==> config.mk <==
export PLATFORM = sky130hd
export DESIGN_NAME = pulse_stretch
export DESIGN_NICKNAME = d
export VERILOG_FILES = /design/src/rtl/pulse_stretch_pkg.sv /design/src/rtl/pulse_stretch_edge_detect.sv /design/src/rtl/pulse_stretch.sv
export SDC_FILE = /design/constraint.sdc
export NUM_CORES = 1
export LEC_CHECK = 0
export ABC_CLOCK_PERIOD_IN_PS = 4500
export CELL_PAD_IN_SITES_DETAIL_PLACEMENT = 0
export CELL_PAD_IN_SITES_GLOBAL_PLACEMENT = 1
export CORE_MARGIN = 2
export CORE_UTILIZATION = 43
export DETAILED_ROUTE_END_ITERATION = 8
export PLACE_DENSITY = 0.77
export SYNTH_ARGS = -nofsm -noshare
export SYNTH_HDL_FRONTEND = slang
export SYNTH_SLANG_ARGS = --single-unit
==> constraint.sdc <==
create_clock -name clk -period 4.5 [get_ports clk]
set_input_delay 1.35 -clock clk [delete_from_list [all_inputs] [get_ports clk]]
set_output_delay 1.35 -clock clk [all_outputs]
set_load 0.1 [all_outputs]
==> src/rtl/pulse_stretch_pkg.sv <==
// pulse_stretch_pkg
//   Shared types and default sizing for the pulse stretcher.
//   ps_state_t : FSM state encoding (IDLE, HIGH, GAP).
//   PS_HIGH_CYCLES / PS_GAP_CYCLES : default pulse width and minimum gap.
//   ps_cnt_w() : down-counter width that holds max(high, gap).
package pulse_stretch_pkg;

   typedef enum logic [1:0] {
      IDLE = 2'd0,
      HIGH = 2'd1,
      GAP  = 2'd2
   } ps_state_t;

   localparam int unsigned PS_HIGH_CYCLES = 16;
   localparam int unsigned PS_GAP_CYCLES  = 4;

   function automatic int unsigned ps_cnt_w(input int unsigned hi_cycles,
                                            input int unsigned gap_cycles);
      int unsigned m;
      m = (hi_cycles > gap_cycles) ? hi_cycles : gap_cycles;
      return $clog2(m + 1);
   endfunction

endpackage

==> src/rtl/pulse_stretch_edge_detect.sv <==
// edge_detect
//   Single-register edge detector on a clk-synchronous level.
//   Ports:
//     clk      : clock, rising edge
//     rst      : synchronous active-high reset; prev <= RESET_VAL
//     data_in  : level to watch
//     detected : combinational edge flag (rising, or falling if FALLING=1)
//   RESET_VAL=1 with rising detection suppresses an event for a level that
//   is already high when reset releases.
module edge_detect #(
   parameter logic RESET_VAL = 1'b1,
   parameter logic FALLING   = 1'b0
) (
   input  logic clk,
   input  logic rst,
   input  logic data_in,
   output logic detected
);

   logic prev;

   always_ff @(posedge clk) begin
      if (rst) begin
         prev <= RESET_VAL;
      end else begin
         prev <= data_in;
      end
   end

   assign detected = FALLING ? (~data_in & prev) : (data_in & ~prev);

endmodule

==> src/rtl/pulse_stretch.sv <==
// pulse_stretch
//   Stretches short event pulses into HIGH_CYCLES-wide pulses separated by
//   at least GAP_CYCLES low cycles. One event arriving during a pulse is
//   queued; further events are dropped and flagged.
//   Ports:
//     clk      : clock, rising edge
//     rst      : synchronous active-high reset, truncates any pulse
//     data_in  : event request, a sampled 0->1 transition is one event
//     data_out : stretched pulse (decoded from state)
//     busy     : high whenever not IDLE
//     missed   : one-cycle strobe, an event was dropped
module pulse_stretch
   import pulse_stretch_pkg::*;
#(
   parameter int unsigned HIGH_CYCLES = PS_HIGH_CYCLES,
   parameter int unsigned GAP_CYCLES  = PS_GAP_CYCLES
) (
   input  logic clk,
   input  logic rst,
   input  logic data_in,
   output logic data_out,
   output logic busy,
   output logic missed
);

   localparam int unsigned CNT_W = ps_cnt_w(HIGH_CYCLES, GAP_CYCLES);
   localparam logic [CNT_W-1:0] HIGH_LOAD = CNT_W'(HIGH_CYCLES - 1);
   localparam logic [CNT_W-1:0] GAP_LOAD  = CNT_W'(GAP_CYCLES - 1);
   localparam logic [CNT_W-1:0] CNT_ONE   = CNT_W'(1);

   ps_state_t        state;
   logic [CNT_W-1:0] count;
   logic             pending;
   logic             hit;

   edge_detect #(
      .RESET_VAL (1'b1),
      .FALLING   (1'b0)
   ) u_edge (
      .clk      (clk),
      .rst      (rst),
      .data_in  (data_in),
      .detected (hit)
   );

   always_ff @(posedge clk) begin
      if (rst) begin
         state   <= IDLE;
         count   <= '0;
         pending <= 1'b0;
         missed  <= 1'b0;
      end else begin
         missed <= 1'b0;
         case (state)
            IDLE: begin
               if (hit) begin
                  state <= HIGH;
                  count <= HIGH_LOAD;
               end
            end
            HIGH: begin
               if (count == '0) begin
                  state <= GAP;
                  count <= GAP_LOAD;
               end else begin
                  count <= count - CNT_ONE;
               end
               if (hit) begin
                  if (pending) missed  <= 1'b1;
                  else         pending <= 1'b1;
               end
            end
            GAP: begin
               if (count == '0) begin
                  if (pending || hit) begin
                     state   <= HIGH;
                     count   <= HIGH_LOAD;
                     // With a queued event, a coincident new edge takes
                     // over the queue slot instead of being dropped.
                     pending <= pending & hit;
                  end else begin
                     state <= IDLE;
                  end
               end else begin
                  count <= count - CNT_ONE;
                  if (hit) begin
                     if (pending) missed  <= 1'b1;
                     else         pending <= 1'b1;
                  end
               end
            end
            default: begin
               state   <= IDLE;
               count   <= '0;
               pending <= 1'b0;
            end
         endcase
      end
   end

   assign data_out = (state == HIGH);
   assign busy     = (state != IDLE);

endmodule

==> run metrics <==
top flip-flop cell by instance count after synthesis=dfxtp_1; leakage power of the design=0.272 nW; Max rail drop VDD=0.000293 V; number of gates given a new drive strength after cts=0; area of the core=1350 um2; fmax=287 MHz; per-instance average area after synthesis=8.35 um2; cell-internal power=0.000239 W; number of nets still failing antenna checks after routing=0; cell type contributing the most total cell area after synthesis=dfxtp_1; worst-case reg-to-reg path depth=6; post-synthesis mux area share=0%; endpoint with the worst hold slack=count[4]; total net switching power=0.000234 W; endpoint class of the critical path=output port; switching share of power=49.5%; final WL=1400 um; launch point of the worst reg-to-reg path=count[0]; clock tree from TritonCTS=done; type of the worst setup path=register to output port; total routing resource utilization after global routing=17.4%; IO Port Bufs=5; number of global-route vias before repair=515; internal reg-to-reg setup slack=2.64 ns; number of search-and-repair iterations in the first detailed-routing pass=4; Fin Setup TNS=0 ns; arithmetic-cell share of the synthesized area counting full adders, half adders and majority gates=9.73%; portion of synthesized cell area occupied by the leading cell type=31.1%; number of antenna violations at the first check in global routing=0; worst slew slack as a fraction of its limit=35.3%; share of synthesized registers carrying an async set or reset=0%; global route total overflow=0; required time at the endpoint of the critical path=3.15 ns; placement row count=13; count of unresolved DRC violations after routing=0; largest net degree at the start of global routing=14; crit path setup slack, layout=1.02 ns; wire length of the first global-routing pass=2350 um; pwr dens=654 nW/um2; final instance area=723 um2; CTS clk-pin slew, worst paths=0.06 ns; outcome=completed; arrival time reported for the critical path endpoint=2.13 ns; number of warnings reported in the yosys synthesis log=0; logic gate share of total power=58.9%; placed cell area=701 um2; count of fill cells added during filler insertion=135; clk_skew=0.00136 ns; area fraction in and, or, nand and nor cells after synthesis=28.4%; Initial Utilization=47.6%; placed instance count=95; nets=93; final clock period utilization by the worst path=77.4%; placement-stage worst setup slack=1.31 ns; synthesized netlist net count=85; number of synthesized register bits=10; Worst Path Max Fanout=6; post-synthesis cell type count=34; maximum buffer depth of the clock tree=2; number of violations reported at the end of detailed-routing iteration 0=19; number of enable-type register cells in the synthesized netlist=0; launch point of the worst hold path=count[4]; detailed-route vias per instance=5.84; number of antenna repair diodes=0; cell count of the worst hold path=2; synth-to-layout area growth=12.5%; transition at the pin with the smallest max-transition slack=0.968 ns; global placer's final weighted congestion=0.804; total via count in the routed design=572; Num CTS Buffers=3; later-pin clock latency in the skew report=0.26 ns; xor-xnor portion of the synthesized cell area=2.72%; placed wire-length estimate after detailed placement=1010 um; deepest level of the CTS H-tree=1; Max-cap violations=0; per-cell routed wire length=14.3 um; sequential fraction of design power=28.4%; path category of the worst min-delay check=register to register; critical path startpoint category=register; hold-fix buffers at CTS=0; root cell of the clock tree=clkbuf_4; Top Ports=6; number of pins with negative max-slew slack in the final report=0; number of clock sinks=10; combinational family with the most area after synthesis=simple AND/OR/NAND/NOR gates; share of total power in the clock network=12.8%; largest cells by area after synthesis=dfxtp_1, ha_1, a21oi_1; final hold violation count=0; area fraction in compound gates after synthesis=23.2%; minimum clock period=3.48 ns; die height=42.7 um; buffer count from post-CTS setup fixing=0; die outline width=42.7 um; number of cells produced by synthesis=77; critical register-to-register path endpoint=count[2]; Total Power=0.000473 W; fraction of layout cells with a size suffix above 1=8.43%; RSZ-0062 raised after global routing=no; fraction of the yosys area taken by sequential cells=31.1%; Final setup viols=0; number of non-filler instances in the completed layout=98; synthesized area=643 um2; die area=1820 um2
==> flip-flops by register name, summed over array words and instances (netlist names) <==
signal       count
count            5
missed           1
pending          1
state            2
u_edge.prev      1
==> through the flow <==
stage               hold slack, ns  utilization [%]
finish                       0.454             53.6
global route                 0.472             53.6
floorplan                    0.427                -
global placement             0.446             51.9
detailed placement           0.449             51.9
CTS                          0.459             53.6
==> layout by cell type (no fill, tap or decap), types with 2 or more instances in the layout <==
cell / netlist / layout
xnor2_1: 2 / 2
nor2_1: 6 / 6
o21ai_0: 5 / 5
nand3b_1: 3 / 3
clkdlybuf4s50_1: 0 / 4
and2_1: 2 / 2
ha_1: 5 / 5
inv_1: 6 / 6
clkbuf_4: 0 / 3
nand2b_1: 2 / 2
nor3_1: 2 / 2
a21oi_1: 7 / 7
nand3_1: 4 / 4
dfxtp_1: 10 / 10
nand4_1: 2 / 2
==> cell type report <==
cell class | instances | area (um2) | share of cell area [%]
multi-input cells | 59 | 412 | 56.9
flip-flops and latches | 10 | 200 | 27.7
repair buffers | 5 | 47.5 | 6.57
clock buffers | 3 | 22.5 | 3.11
inverters | 6 | 22.5 | 3.11
well taps | 15 | 18.8 | 2.60
==> kinds of logic (layout without fill, tap and decap cells) <==
group	Yosys count	count (layout)
and+or+nand+nor	29	29
AOI/OAI and AO/OA	23	23
DFF	10	10
buffers and inverters	8	14
adders and majority gates	5	5
xor gates and xnor gates	2	2
==> how the worst max path moves through the flow <==
stage          endpoint  startpoint  depth (start not counted)  slack (ns)
2_1_floorplan      busy    state[0]                          3        1.80
3_3_place_gp   data_out    state[1]                          3        1.34
3_5_place_dp   data_out    state[1]                          3        1.31
4_1_cts        data_out    state[1]                          3        1.01
5_1_grt        data_out    state[1]                          3        0.96
6_report       data_out    state[1]                          3        1.02
==> layer usage <==
| metal | up-vias | global-route usage [%] | part of all wire, % |
|---|---|---|---|
| met1 | 257 | 24.4 | 50 |
| met3 | 2 | 6.38 | 3.7 |
| met5 | - | 0 | 0 |
| met2 | 12 | 24.2 | 45 |
| li1 | 301 | - | - |
| met4 | 0 | 5.63 | 1.0 |
==> worst max-delay path, cell delays in order, from the launching register on <==
cell and delay (ns):
dfxtp_1 0.34, inv_1 0.09, ha_1 0.27, clkdlybuf4s50_1 1.17
==> cells in the mapped netlist, types with 2 or more instances <==
cell / instances
a21oi_1: 7
and2_1: 2
dfxtp_1: 10
ha_1: 5
inv_1: 6
nand2b_1: 2
nand3_1: 4
nand3b_1: 3
nand4_1: 2
nor2_1: 6
nor3_1: 2
o21ai_0: 5
xnor2_1: 2
==> power by group through the flow <==
stage | clock network [W] | registers (W) | logic, W
after floorplan | 0 | 0.000130 | 0.000229
after global placement | 0 | 0.000135 | 0.000277
after detailed placement | 0 | 0.000136 | 0.000275
after CTS | 0.0000639 | 0.000134 | 0.000277
after global routing | 0.0000670 | 0.000138 | 0.000303
final | 0.0000603 | 0.000134 | 0.000278
(Power assumes the default switching activity.)
